$ cat src/rtl/sort_frame_collector.sv
// sort_frame_collector
//   Collects a serial valid/ready sample stream into frames of
//   N = 2**LOG_INPUT_NUM samples and presents each frame as one parallel
//   vector for the bitonic sorter. Every slot's label is its arrival index.
//   A frame that ends early on s_last is filled out with PAD_VALUE.
//
// Ports
//   clk        single clock, rising edge
//   rst        asynchronous, active-low reset
//   s_data     incoming sample
//   s_valid    s_data valid
//   s_last     final sample of a frame (qualified by s_valid)
//   s_ready    collector can accept a sample (FILL state only)
//   x          packed frame, slot i at [i*DATA_WIDTH +: DATA_WIDTH]
//   x_label    packed labels, slot i carries i
//   x_valid    one-cycle pulse when a frame completes
//   frame_len  real samples in the frame (1..N), held with x
module sort_frame_collector #(
  parameter int unsigned           LOG_INPUT_NUM = 4,
  parameter int unsigned           DATA_WIDTH    = 8,
  parameter int unsigned           LABEL_WIDTH   = 4,
  parameter logic [DATA_WIDTH-1:0] PAD_VALUE     = 8'h7F
) (
  input  logic                                        clk,
  input  logic                                        rst,
  input  logic [DATA_WIDTH-1:0]                       s_data,
  input  logic                                        s_valid,
  input  logic                                        s_last,
  output logic                                        s_ready,
  output logic [(2**LOG_INPUT_NUM)*DATA_WIDTH-1:0]    x,
  output logic [(2**LOG_INPUT_NUM)*LABEL_WIDTH-1:0]   x_label,
  output logic                                        x_valid,
  output logic [LOG_INPUT_NUM:0]                      frame_len
);

  localparam int unsigned N = 2**LOG_INPUT_NUM;
  localparam logic [LOG_INPUT_NUM:0] FULL_LEN = (LOG_INPUT_NUM+1)'(N);

  typedef enum logic {FILL, PAD} state_t;

  state_t                       state, state_nxt;
  logic [LOG_INPUT_NUM-1:0]     cnt, cnt_nxt;
  logic [N*DATA_WIDTH-1:0]      fill_buf, buf_nxt;
  logic [LOG_INPUT_NUM:0]       pend_len, pend_len_nxt;
  logic                         done;
  logic [N*LABEL_WIDTH-1:0]     label_const;

  // Constant slot-index labels, loaded into x_label on each frame completion.
  always_comb begin
    label_const = '0;
    for (int unsigned i = 0; i < N; i++)
      label_const[i*LABEL_WIDTH +: LABEL_WIDTH] = LABEL_WIDTH'(i);
  end

  // buf_nxt already contains the slot written this edge, so on completion it
  // is the full frame and is copied straight to the output registers.
  always_comb begin
    state_nxt    = state;
    cnt_nxt      = cnt;
    buf_nxt      = fill_buf;
    pend_len_nxt = pend_len;
    done         = 1'b0;
    s_ready      = 1'b0;
    case (state)
      FILL: begin
        // Held low while reset is asserted.
        s_ready = rst;
        if (s_valid) begin
          buf_nxt[cnt*DATA_WIDTH +: DATA_WIDTH] = s_data;
          if (cnt == '1) begin
            done         = 1'b1;
            pend_len_nxt = FULL_LEN;
            cnt_nxt      = '0;
          end else if (s_last) begin
            pend_len_nxt = {1'b0, cnt} + (LOG_INPUT_NUM+1)'(1);
            cnt_nxt      = cnt + LOG_INPUT_NUM'(1);
            state_nxt    = PAD;
          end else begin
            cnt_nxt = cnt + LOG_INPUT_NUM'(1);
          end
        end
      end
      PAD: begin
        buf_nxt[cnt*DATA_WIDTH +: DATA_WIDTH] = PAD_VALUE;
        if (cnt == '1) begin
          done      = 1'b1;
          cnt_nxt   = '0;
          state_nxt = FILL;
        end else begin
          cnt_nxt = cnt + LOG_INPUT_NUM'(1);
        end
      end
      default: begin
        state_nxt = FILL;
        cnt_nxt   = '0;
      end
    endcase
  end

  always_ff @(posedge clk or negedge rst) begin
    if (!rst) begin
      state     <= FILL;
      cnt       <= '0;
      fill_buf  <= '0;
      pend_len  <= '0;
      x         <= '0;
      x_label   <= '0;
      x_valid   <= 1'b0;
      frame_len <= '0;
    end else begin
      state    <= state_nxt;
      cnt      <= cnt_nxt;
      fill_buf <= buf_nxt;
      pend_len <= pend_len_nxt;
      x_valid  <= done;
      if (done) begin
        x         <= buf_nxt;
        x_label   <= label_const;
        frame_len <= pend_len_nxt;
      end
    end
  end

endmodule
$ cat config.mk
export PLATFORM = sky130hd
export DESIGN_NAME = sort_frame_collector
export DESIGN_NICKNAME = d
export VERILOG_FILES = /design/src/rtl/sort_frame_collector.sv
export SDC_FILE = /design/constraint.sdc
export NUM_CORES = 1
export LEC_CHECK = 0
export CAP_MARGIN = 5
export CORE_AREA = 2 2 234 121
export DETAILED_ROUTE_END_ITERATION = 8
export DIE_AREA = 0 0 236 123
export GPL_ROUTABILITY_DRIVEN = 0
export PLACE_DENSITY = 0.81
export SYNTH_ARGS = -nofsm -noshare
export SYNTH_HDL_FRONTEND = slang
export SYNTH_SLANG_ARGS = --single-unit
$ cat constraint.sdc
create_clock -name clk -period 8.9 [get_ports clk]
set_input_delay 0.89 -clock clk [delete_from_list [all_inputs] [get_ports clk]]
set_output_delay 0.89 -clock clk [all_outputs]
set_load 0.01 [all_outputs]
==> results.md, run 1 <==
* Power per Cell Area at 412 nW/um2
* R2r endpoint: x[52]
* Outcome: finished clean
* Clock H-tree levels at 1
* Fin nets at 1392
* DR DRC count at 0
* CTS sink count at 273
* DRT Pass-1 Iters at 7
* Worst Hold Class: input port to async pin
* R2r startpoint: cnt[0]
* Final Critical Period at roughly 4.6 ns
* Cells after Synth at 1295
* Critical Path End Type: flop
* RSZ-0062 raised after global routing: no
* Synth top area share at 51.6%
* Hold_buf cts at 0
* Fmax at between 0.2 and 0.25 GHz
* Ys Warns at 0
* Wire per inst at 24.3 um
* Overall power at 0.00647 W
* Starting DRT DRC Count at 1625
* Initial Util at between 40% and 50%
* Maximum clock insertion buffer count at 3
* Accumulated negative setup slack at 0 ns
* Cell taking the most area after synthesis: dfrtp_1
* Critical path arrival at 5.07 ns
* Slowest stage cell, crit path: dfrtp_1
* GRT Total Usage at 29.1%
* IR drop worst, VDD at 0.000213 V
* Number of synthesized flops with an enable pin at 0
* FF+latch count, synth at 273
* Port Buffer Count at 178
* Multi-input logic area at 5530 um2
* Die X at 236 um
* Layout cells sized above 1 at 9.40%
* Min Hold Slack at 0.449 ns
* Root buf cell: clkbuf_16
* Dominant synthesized flop cell: dfrtp_1
* CTS buffer count at 25
* Seq/Total Area, Yosys at between 50% and 60%
* Worst-Skew Late Latency at 0.55 ns
* Worst R2R Setup Slack at 4.27 ns
* Area contributors post-synth: dfrtp_1, a2bb2oi_1, buf_4
* Slew Limit Headroom at a little over a tenth
* # Post-CTS Setup Buffers at 0
* Vias in the first global route at around 11k
* Crit-path cells: ha_1, and3_1, buf_4, nand2_4, inv_2, o21ai_0, o211ai_1
* Post-cts gate resize count at 0
* Routed vias/inst at roughly 6.6
* Fillers at ~2.3k
* FF+latch area at approximately 7000 um2
* Worst-path clk slew at 0.07 ns
* Endpoints failing hold at 0
* First-pass GRT wire length at 65400 um
* Synthesized cell area at 13200 um2
* Startpoint types: flop
* Drt total wl at 42600 um
* Ys async rst share at 100%
* Die Ht at 123 um
* Maximum fanout along the worst path at 54
* Antenna Cells at 0
* Die area at about 29000 um2
* Area growth syn-to-layout at 18.5%
* Final setup fails at 0
* CTS tree: built
* Largest net degree at the start of global routing at 138
* Number of core rows at 43
* Grt ovf at 0
* Worst reg2reg path depth at 7
* Initial antenna violation count at 0
* Tcrit/Tclk final at between 50% and 60%
* Lkg Pwr at 6.49 nW
* Distinct cells, synth at 74
* WP data required at 9.35 ns
* Std-Cell Core Area at about 27000 um2
* Clock skew at 0.0150 ns
* Max-slew violation count at 0
* Ports at 211
* Routed Antenna Nets at 0
* DP Wirelength at between 20000 and 30000 um
* Routed vias at 11.5k
* Mean Syn Cell Area at about 10 um2
* Worst slew pin tran at 1.32 ns
* Max-cap violations at 0
* Critical path type: flop to flop
* Highest cell delay on the worst timing path at slightly below 1 ns
[routing by layer]
| layer | GRT usage [%] | wire, um | vias up |
|---|---|---|---|
| met4 | 7.84 | 1060 | 0 |
| met2 | 39.4 | 17100 | 838 |
| met1 | 42.7 | 18200 | 5711 |
| li1 | - | - | 4897 |
| met5 | 0 | 0 | - |
| met3 | 11.6 | 6270 | 92 |
[where the power goes]
part | leakage [nW] | total, W | internal (W) | switching, W
clock | 0.415 | 0.00116 | 0.000650 | 0.000512
sequential | 3.25 | 0.00221 | 0.00177 | 0.000442
combinational | 2.82 | 0.00310 | 0.00133 | 0.00177
total | 6.49 | 0.00647 | 0.00375 | 0.00272
[cell type report]
| cell class | count | area share (%) |
|---|---|---|
| Sequential cell | 273 | 43.5 |
| Multi-Input combinational cell | 863 | 35.2 |
| Clock inverter | 18 | 1.46 |
| Clock buffer | 28 | 4.12 |
| Tap cell | 360 | 2.87 |
| Timing Repair Buffer | 204 | 12.6 |
| Inverter | 8 | 0.191 |
[state kept, by name, summed over array words and instances, names as in the netlist]
signal	flops
state	1
fill_buf	128
cnt	4
frame_len	5
x	128
x_valid	1
x_label	1
pend_len	5
[cells in the final DEF, fill, tap and decap left out, types with 11 or more instances in the layout]
master / n
a21oi_1: 46
conb_1: 32
o31ai_1: 17
o311ai_0: 15
and3_1: 18
a31oi_1: 32
o221a_2: 17
dfrtp_1: 272
mux2_2: 18
nand3_1: 42
a211oi_1: 30
a221o_1: 22
o21ai_0: 55
buf_4: 26
nand2_1: 125
nor2_1: 103
a2bb2oi_1: 54
mux2i_1: 12
o211ai_1: 35
nor2b_1: 11
clkbuf_16: 25
o41ai_1: 12
clkdlybuf4s50_1: 176
[critical path: cells and delay by family, from the launching register on]
kind	cells	cell delay, ns
AOI/OAI and AO/OA	2	1.22
adders and majority gates	1	0.45
buffers and inverters	2	1.21
DFF	1	0.99
and+or+nand+nor	2	0.60
[cell families (layout without fill, tap and decap cells)]
kind of cell             Yosys count  after routing  synth area share [%]
adder cells (fa/ha/maj)            5              5                 0.472
flip-flops                       273            273                  51.6
XOR/XNOR                           4              4                 0.264
other                              1             32                0.0283
buffers and inverters            190            258                  7.69
AO/OA/AOI/OAI                    414            414                  23.7
multiplexers                      31             31                  2.55
AND/OR/NAND/NOR                  377            377                  13.8
[through the flow]
step | setup slack [ns] | cells | util (%) | area (um2)
2_1_floorplan | 5.93 | 1326 | - | 13400
3_3_place_gp | 4.41 | 1708 | 54.8 | 14800
3_5_place_dp | 4.36 | 1708 | 54.8 | 14800
4_1_cts | 4.44 | 1754 | 58.0 | 15700
5_1_grt | 4.02 | 1754 | 58.0 | 15700
6_report | 4.27 | 1754 | 58.0 | 15700
[worst max path at each step]
stage / startpoint / end / slack (ns) / cells after the start
2_1_floorplan: cnt[0] / x[90] / 5.93 / 10
3_3_place_gp: s_valid / x[52] / 4.41 / 7
3_5_place_dp: s_valid / x[84] / 4.36 / 7
4_1_cts: cnt[0] / x[52] / 4.44 / 7
5_1_grt: cnt[0] / x[100] / 4.02 / 7
6_report: cnt[0] / x[52] / 4.27 / 7
[cell usage after synthesis (18+ instances only)]
cell type and count:
a211oi_1 30, o211ai_1 35, nor2_1 104, a31oi_1 32
clkbuf_1 67, mux2_2 18, and3_1 18, a2bb2oi_1 54
buf_2 37, nand3_1 42, dfrtp_1 273, a21oi_1 46
nand2_1 125, a221o_1 22, o21ai_0 56, buf_4 63
Note: power is estimated with default switching activity, not from simulation.
==> inputs of run 2 (changes only) <==
Clock period 8.9 ns to 4.6 ns, I/O delays scaled along.
==> results.md, run 2 (synthesized netlist as in run 1, its figures left out) <==
* Clock skew at around 0.011 ns
* Maximum clock insertion buffer count at 3
* Ports at approximately 210
* Vias in the first global route at 10.9k
* Largest net degree at the start of global routing at 96
* Initial Util at 49.0%
* CTS sink count at 273
* DRT Pass-1 Iters at 5
* Fillers at roughly 2.3k
* Area growth syn-to-layout at 18.8%
* Critical path type: flop to flop
* Routed Antenna Nets at 0
* Worst Hold Class: flop to flop
* Die Ht at 123 um
* CTS buffer count at 24
* Fmax at 0.289 GHz
* Power per Cell Area at 786 nW/um2
* Slew Limit Headroom at 20.7%
* Final instance area at 15700 um2
* Overall power at 0.0124 W
* Die area at 29000 um2
* First-pass GRT wire length at 65200 um
* Most frequent cells in the layout: dfrtp_1, clkdlybuf4s50_1, nand2_1, nor2_1
* Outcome: finished clean
* RSZ-0062 raised after global routing: no
* Final Critical Period at about 3.5 ns
* DP Area at 15000 um2
* Most common cell after layout, fill and taps aside: dfrtp_1
* Initial antenna violation count at 1
* Max-cap violations at 0
* Routed vias at approximately 12k
* Top Registers: fill_buf x128, x x128
* Fin nets at 1408
* Wire per inst at about 24 um
* Grt ovf at 0
* Critical path arrival at 3.90 ns
* DR DRC count at 0
* Worst slew pin tran at 1.19 ns
* IR drop worst, VDD at roughly 0.00037 V
* CTS tree: built
* Clock H-tree levels at 1
* Maximum fanout along the worst path at 31
* Lkg Pwr at 6.55 nW
* Final setup fails at 0
* Root buf cell: clkbuf_16
* Accumulated negative setup slack at 0 ns
* # Post-CTS Setup Buffers at 0
* DP Wirelength at a little under 30000 um
* Tcrit/Tclk final at between 70% and 80%
* Critical Path End Type: flop
* Worst R2R Setup Slack at 1.14 ns
* Layout cells sized above 1 at 9.96%
* Die X at 236 um
* Endpoints failing hold at 0
* Number of core rows at 43
* Drt total wl at between 40000 and 50000 um
* Std-Cell Core Area at 27100 um2
* WP data required at 5.04 ns
* Routed vias/inst at 6.53
* Startpoint types: flop
* GRT Total Usage at 29.0%
* Starting DRT DRC Count at around 1.7k
* Max-slew violation count at 0
* Port Buffer Count at 178
* Worst-path clk slew at 0.07 ns
* Worst-Skew Late Latency at ~0.54 ns
[run 2: metrics by stage]
step                util, %  hold slack (ns)  cells  worst slack (ns)
finish                 58.2            0.472   1768              1.14
global route           58.1            0.499   1766              1.03
CTS                    58.1            0.476   1766              1.31
detailed placement     55.3            0.461   1724              1.37
global placement       55.3            0.453   1724              1.61
floorplan                 -            0.164   1326              1.63
[run 2: layout make-up]
type / instances / area [um2] / share of cell area (%)
repair buffers: 221 / 2120 / 13.5
clock buffers: 31 / 668 / 4.25
inverters: 8 / 30.0 / 0.191
multi-input cells: 863 / 5530 / 35.1
flip-flops and latches: 273 / 6830 / 43.4
clock inverters: 10 / 103 / 0.652
well taps: 360 / 450 / 2.86
diodes: 2 / 5.00 / 0.0318
[run 2: report_power, final]
group / internal (W) / total, W / switching [W] / leakage (nW)
logic: 0.00263 / 0.00612 / 0.00349 / 2.91
registers: 0.00342 / 0.00419 / 0.000765 / 3.25
clock network: 0.00114 / 0.00206 / 0.000922 / 0.383
total: 0.00719 / 0.0124 / 0.00518 / 6.55
[run 2: final timing paths]
path	startpoint	end	cells after the start
worst max-delay path	cnt[1]	fill_buf[86]	6
worst max register to register	cnt[1]	fill_buf[86]	6
min in group asynchronous	rst	x[93]	2
worst min register to register	fill_buf[75]	fill_buf[75]	2
max in group asynchronous	rst	fill_buf[20]	3
worst min-delay path	fill_buf[75]	fill_buf[75]	2
[run 2: critical path, cell delays in order, from the launching register on]
cell and delay (ns):
dfrtp_1 0.45, inv_1 0.14, ha_1 0.84, nand2b_1 0.61, nor2_1 0.60, and3_1 0.41, a2bb2oi_1 0.27
[run 2: routing by layer]
layer | wire [um] | share of wire, % | track usage [%]
met1 | 18400 | 43 | 44.2
met2 | 17100 | 40 | 38.8
met5 | 36 | 0.084 | 1.01
met3 | 6190 | 15 | 10.1
met4 | 878 | 2.1 | 6.85
[run 2: what timing repair did]
action                    CTS  global route
hold buffers                1             0
resized for setup           0             0
hold endpoints to repair   91             0
